==> src/rtl/riscv_cpu_pkg.sv <==
// riscv_cpu_pkg: shared widths and opcode encodings for the riscv_cpu execute unit
package riscv_cpu_pkg;
  localparam int DATA_W = 16;
  localparam int OP_W   = 4;
  localparam logic [OP_W-1:0] OP_ADD  = 4'h0;
  localparam logic [OP_W-1:0] OP_SUB  = 4'h1;
  localparam logic [OP_W-1:0] OP_SLL  = 4'h2;
  localparam logic [OP_W-1:0] OP_SLT  = 4'h3;
  localparam logic [OP_W-1:0] OP_AND  = 4'h4;
  localparam logic [OP_W-1:0] OP_XOR  = 4'h5;
  localparam logic [OP_W-1:0] OP_OR   = 4'h6;
  localparam logic [OP_W-1:0] OP_SLTU = 4'h7;
  localparam logic [OP_W-1:0] OP_SRL  = 4'h8;
  localparam logic [OP_W-1:0] OP_SRA  = 4'h9;
  localparam logic [OP_W-1:0] OP_MUL  = 4'hA;
  typedef enum logic [OP_W-1:0] {
    ADD = OP_ADD, SUB = OP_SUB, SLL = OP_SLL, SLT = OP_SLT,
    AND = OP_AND, XOR = OP_XOR, OR = OP_OR, SLTU = OP_SLTU,
    SRL = OP_SRL, SRA = OP_SRA, MUL = OP_MUL
  } opcode_e;
endpackage

==> src/rtl/riscv_alu.sv <==
// riscv_alu: combinational ALU; MUL decoded only when RISCV_CPU_MUL_EN is defined
module riscv_alu
  import riscv_cpu_pkg::*;
#(
  parameter int W = DATA_W
) (
  input  opcode_e      op,
  input  logic [W-1:0] a,
  input  logic [W-1:0] b,
  output logic [W-1:0] y
);
  logic [3:0] sh;
  assign sh = b[3:0];
  always_comb begin
    y = '0;
    case (op)
      ADD:  y = a + b;
      SUB:  y = a - b;
      SLL:  y = a << sh;
      SLT:  y = {{(W-1){1'b0}}, $signed(a) < $signed(b)};
      AND:  y = a & b;
      XOR:  y = a ^ b;
      OR:   y = a | b;
      SLTU: y = {{(W-1){1'b0}}, a < b};
      SRL:  y = a >> sh;
      SRA:  y = $signed(a) >>> sh;
`ifdef RISCV_CPU_MUL_EN
      MUL:  y = a * b;
`endif
      default: y = '0;
    endcase
  end
endmodule

==> src/rtl/riscv_cpu.sv <==
// riscv_cpu: registered 16-bit execute unit (opt. MUL via RISCV_CPU_MUL_EN)
module riscv_cpu
  import riscv_cpu_pkg::*;
(
  input  logic              clk,
  input  logic              reset,
  input  logic [15:0]       instruction,
  input  logic [DATA_W-1:0] operand1,
  input  logic [DATA_W-1:0] operand2,
  output logic [DATA_W-1:0] result,
  output logic              zero_flag
);
  logic [DATA_W-1:0] y;
  logic unused_bits;
  assign unused_bits = ^instruction[15:OP_W];
  riscv_alu #(.W(DATA_W)) alu (
    .op(opcode_e'(instruction[OP_W-1:0])),
    .a(operand1),
    .b(operand2),
    .y(y)
  );
  always_ff @(posedge clk) begin
    if (reset) begin
      result    <= '0;
      zero_flag <= 1'b0;
    end else begin
      result    <= y;
      zero_flag <= y == '0;
    end
  end
endmodule

==> config.mk <==
export PLATFORM = sky130hd
export DESIGN_NAME = riscv_cpu
export DESIGN_NICKNAME = d
export VERILOG_FILES = /design/src/rtl/riscv_cpu_pkg.sv /design/src/rtl/riscv_alu.sv /design/src/rtl/riscv_cpu.sv
export SDC_FILE = /design/constraint.sdc
export NUM_CORES = 1
export LEC_CHECK = 0
export CORE_ASPECT_RATIO = 1.4
export CORE_MARGIN = 5
export CORE_UTILIZATION = 47
export CTS_BUF_LIST = sky130_fd_sc_hd__clkbuf_8
export CTS_CLUSTER_DIAMETER = 200
export CTS_CLUSTER_SIZE = 10
export DETAILED_ROUTE_END_ITERATION = 12
export PLACE_DENSITY = 0.75
export SLEW_MARGIN = 20
export SYNTH_ARGS = -nofsm -noshare
export SYNTH_HDL_FRONTEND = slang
export SYNTH_SLANG_ARGS = --single-unit
==> constraint.sdc <==
create_clock -name clk -period 4.55 [get_ports clk]
set_input_delay 0.91 -clock clk [delete_from_list [all_inputs] [get_ports clk]]
set_output_delay 0.91 -clock clk [all_outputs]
set_load 0.005 [all_outputs]
======== Word-level counts from Yosys, hierarchy flattened ========
Index checks and enable logic that the tools add are counted.
word-level totals
  register bits after elaboration ......... 17
operators by class
  $add $sub $neg .......................... 2
  order comparisons ....................... 2
  eq/ne operators ......................... 9
  shifts and indexed selects .............. 3
  muxes and demuxes ....................... 1
  bitwise logic cells ..................... 3
  reduce and logical (&&, ||, !) cells .... 2
operators by type and width
  kind                                           number
  one-hot mux 16 bit (10 select lines)           1
  < comparator 16 bit                            2
  adder 16 bit                                   1
  bitwise AND 16 bit                             1
  == test 4 x 3 -> 1 bit, second input constant  4
  logical NOT 16 bit                             1
  bitwise OR 16 bit                              1
  << shifter 16 x 4 -> 16 bit                    1
  >> shifter 16 x 4 -> 16 bit                    1
  >>> shifter 16 x 4 -> 16 bit                   1
  subtractor 16 bit                              1
  XOR 16 bit                                     1
  == test 4 x 2 -> 1 bit, second input constant  2
  == test 4 bit, second input constant           2
  == test 4 x 1 -> 1 bit, second input constant  1
  logical NOT 4 bit                              1

======== Depth between registers and ports, before layout ========
Gate-level depths: netlist (run 1).
  depth after elaboration ................. 3
  mapped depth ............................ 14

======== Hierarchy ========
Synthesis (run 1) repeated with hierarchy kept, for this count alone.
second synthesis, totals
  cell total of the unflattened synthesis .. 628
  area, all modules ....................... 4269.1 µm²
modules (own cells, without submodules)
  module     times used  cells each  area an instance (µm²)  seq. area each (µm²)
  riscv_alu  1           588         3761.1                  0.0
  riscv_cpu  1           40          508.0                   340.3

======== Least setup slack after synthesis (run 1) ========
No wires, ideal clock.
  path type ............................... input to register
  start ................................... in operand2[1]
  end ..................................... reg zero_flag
  setup time .............................. 0.117 ns
  arrival ................................. 3.875 ns
  slack ................................... 0.558 ns
  cell stages on the path ................. 14
  cell sequence ........................... buf_6 -> inv_1 -> buf_2 -> buf_1 -> ha_1 -> o21bai_1 -> a221o_1 -> o311a_1 -> o41ai_2 -> nand2b_1 -> nand4_1 -> o311a_1 -> nor4b_2 -> and4b_1
on the way
  cells in the longest elaborated chain, start to end .. 3
  elaborated cells between the ends (all ways) .. 12
  those cells by class .................... add/sub: 2; order compare: 2; shift: 3; mux: 1; bitwise: 3; reduce/logical: 1
ends and longest elaborated chain
  element                                    line             source
  from (decl)                                riscv_cpu.sv:9   input logic [DATA_W-1:0] operand2,
  subtractor 16 bit (tied with other cells)  riscv_alu.sv:18  SUB: y = a - b;
  one-hot mux 16 bit (10 select lines) (*)   riscv_alu.sv:16  case (op)
  logical NOT 16 bit (*)                     riscv_cpu.sv:28  zero_flag <= y == '0;
  to (signal assigned)                       riscv_cpu.sv:25  zero_flag <= 1'b0;
  to (signal assigned)                       riscv_cpu.sv:28
  to (decl)                                  riscv_cpu.sv:11  output logic zero_flag
Mark *: on every way between the ends. The rest lies on a longest branch, timed or not.
A chain may end at the register's enable or synchronous reset.

======== Final worst setup path (run 1) ========
  start ................................... in operand2[2]
  end ..................................... reg zero_flag
Same word-level chain as after synthesis.

==> impl_metrics.env, run 1 <==
export IMPL_clockBufferDepth=2
export IMPL_cts_sinks=17
export IMPL_leakage_nw=2.33
export IMPL_stdcell_count=797
export IMPL_seqPwrFrac=0.189
export IMPL_core_sq_mm=0.00951
export IMPL_cts_root_buf="clkbuf_8"
export IMPL_grt_max_degree=30
export IMPL_power_share_switching=0.443
export IMPL_syn_area_sq_mm=0.00462
export IMPL_vias=5339
export IMPL_hpwl_um=14700
export IMPL_synth_edf_count=0
export IMPL_fp_dieArea_sq_mm=0.0119
export IMPL_synth_cell_types=79
export IMPL_layout_drive_gt1_share=0.143
export IMPL_p_comb_frac=0.686
export IMPL_power_density_mw_per_mm2=156
export IMPL_hold_buffers=0
export IMPL_yosys_top_cells_count="nor2_1, ha_1, inv_1, nand2_1, a21oi_1"
export IMPL_portBuffers=54
export IMPL_yosysSeqAreaShare=0.0737
export IMPL_dominantRegCellSynth="dfxtp_1"
export IMPL_path_max_fanout=28
export IMPL_cp_start_kind="input pin"
export IMPL_grt_pass1_vias=5051
export IMPL_antenna_left=0
export IMPL_final_nets=767
export IMPL_crit_arrival_ns=4.40
export IMPL_grt_pass1_wl_um=28000
export IMPL_yosysMostFrequentCell="nor2_1"
export IMPL_syn_nets=706
export IMPL_ys_ff_latch=17
export IMPL_drc=0
export IMPL_hold_start="operand2[0]"
export IMPL_peakVddDrop_v=0.0000784
export IMPL_area_growth_pct=20.9
export IMPL_syn_area_per_cell_sq_um=7.63
export IMPL_async_flop_share=0
export IMPL_cts_tree="done"
export IMPL_slew_headroom=0.346
export IMPL_yosysTopAreaCell="ha_1"
export IMPL_initial_utilization=0.486
export IMPL_die_w_um=93.8
export IMPL_maxCapViolCount=0
export IMPL_post_cts_buffers=0
export IMPL_maxClockFrequency_mhz=238
export IMPL_setup_viol=0
export IMPL_grt_overflow=0
export IMPL_track_usage=0.295
export IMPL_wl_per_cell_um=22.6
export IMPL_required_ns=4.74
export IMPL_startpoint="operand2[2]"
export IMPL_place_congestion=1.01
export IMPL_period_needed_ns=4.21
export IMPL_htreeDepth=1
export IMPL_rsz0062_at_grt="no"
export IMPL_pre_cts_ws_ns=0.152
export IMPL_tightest_slew_ns=0.978
export IMPL_post_cts_resized=0
export IMPL_die_h_um=127
export IMPL_diodes=0
export IMPL_drtIter0Drc=493
export IMPL_pwr_share_clk=0.126
export IMPL_end_kind="flip-flop"
export IMPL_numCtsBuffers=3
export IMPL_final_util=0.587
export IMPL_clkTransAtPathRegs_ns=0.06
export IMPL_worst_setup_path_type="in -> reg"
export IMPL_drtPass1Iterations=5
export IMPL_antenna_found_initial=0
export IMPL_finalHoldViolations=0
export IMPL_yosys_warnings=0
export IMPL_hp_class="in -> reg"
export IMPL_p_sw_uw=385
export IMPL_slew_violations=0
export IMPL_io_pins=67
export IMPL_fin_crit_sh=0.925
export IMPL_synth_top_cell_area_share=0.133
export IMPL_finalWorstSetupSlack_ns=0.342
export IMPL_row_count=42
export IMPL_crit_path_end="zero_flag$_SDFF_PP0_"
export IMPL_placed_cells=793
export IMPL_synth_area_leaders="ha_1, mux4_2, dfxtp_1, nor2_1, a21oi_1"
export IMPL_drt_wl_total_um=18100
export IMPL_syn_inst=605
export IMPL_viasPerCell=6.70
export IMPL_internal_power_uw=485
export IMPL_status="finished, final reports clean"
export IMPL_fin_setup_tns_ns=0
==> power groups by stage <==
stage | clock network, mW | registers [mW] | logic, mW
floorplan | 0 | 0.169 | 0.357
global placement | 0 | 0.168 | 0.571
detailed placement | 0 | 0.168 | 0.580
CTS | 0.111 | 0.164 | 0.582
global route | 0.119 | 0.165 | 0.638
finish | 0.109 | 0.164 | 0.597
==> layout make-up <==
class,instances,area (sq um)
sequential,17,340
timing repair buffer,105,968
clock inverter,1,5.00
tap,132,165
fill,891,3930
clock buffer,3,41.3
multi-input combinational,491,3880
inverter,48,180
==> how the worst min path moves through the flow <==
stage                                       end  depth (start not counted)
after floorplan           result[12]$_SDFF_PP0_                          1
after global placement               result[12]                          1
after detailed placement              result[7]                          1
after CTS                 result[14]$_SDFF_PP0_                          2
after global routing       result[5]$_SDFF_PP0_                          2
final                      result[2]$_SDFF_PP0_                          7
==> per-stage QoR <==
step	hold WS (ns)	power (mW)	area [sq um]
after global routing	1.62	0.923	5580
after detailed placement	1.61	0.748	5540
after global placement	1.62	0.738	5540
after floorplan	0.979	0.526	4620
final	1.58	0.870	5580
after CTS	1.58	0.858	5580
==> cells in the final DEF (no fill, tap or decap), types with 4 or more instances in the layout <==
| master | instances |
|---|---|
| a2111oi_0 | 4 |
| a211oi_1 | 10 |
| a21o_1 | 5 |
| a21oi_1 | 37 |
| a221o_1 | 5 |
| a22oi_1 | 8 |
| a31oi_1 | 6 |
| and3_1 | 5 |
| buf_12 | 4 |
| buf_4 | 47 |
| clkdlybuf4s50_1 | 53 |
| dfxtp_1 | 17 |
| ha_1 | 49 |
| inv_1 | 48 |
| mux2_2 | 7 |
| mux2i_1 | 17 |
| mux4_2 | 21 |
| nand2_1 | 38 |
| nand2b_1 | 11 |
| nand3_1 | 17 |
| nand4_1 | 6 |
| nand4b_1 | 4 |
| nor2_1 | 57 |
| nor2b_1 | 12 |
| nor3_1 | 17 |
| nor4_1 | 7 |
| o211ai_1 | 16 |
| o21ai_0 | 28 |
| o21bai_1 | 4 |
| o221ai_1 | 6 |
| o31ai_1 | 14 |
| xnor2_1 | 6 |
==> sequential cells by signal (all words and copies together) (netlist names) <==
signal and flops:
result 16, zero_flag 1
==> layer usage <==
layer	vias to the layer above	GRT usage	wire, um
li1	2410	-	-
met1	2514	0.367	6840
met2	348	0.516	8880
met3	67	0.0235	1350
met4	0	0.130	987
met5	-	0	0
==> critical path: stages <==
cell	delay, ns
clkdlybuf4s50_1	0.50
buf_12	0.20
inv_1	0.08
ha_1	0.40
a211oi_1	0.41
o31ai_1	0.20
a41oi_1	0.43
a21oi_1	0.20
a221o_1	0.37
o21ai_0	0.11
nand3_1	0.12
nor4b_2	0.24
and4b_1	0.21
==> logic make-up (layout without fill, tap and decap cells) <==
kind of cell / count (synthesis) / count (layout) / synth area share
fa+ha+maj: 51 / 51 / 0.141
simple gates: 204 / 204 / 0.233
buf+inv: 97 / 157 / 0.0880
xor+xnor: 8 / 8 / 0.0152
mux: 48 / 48 / 0.173
flops: 17 / 17 / 0.0737
compound gates: 180 / 180 / 0.275
Note: power is estimated with default switching activity, not from simulation.
==> run 2: changes to the inputs <==
--- a/config.mk
+++ b/config.mk
@@ -5,6 +5,7 @@
 export SDC_FILE = /design/constraint.sdc
 export NUM_CORES = 1
 export LEC_CHECK = 0
+export CAP_MARGIN = 10
 export CORE_ASPECT_RATIO = 1.4
 export CORE_MARGIN = 5
 export CORE_UTILIZATION = 47
==> results of run 2 <==
Final layout, timing and power as in run 1 (identical DEF).
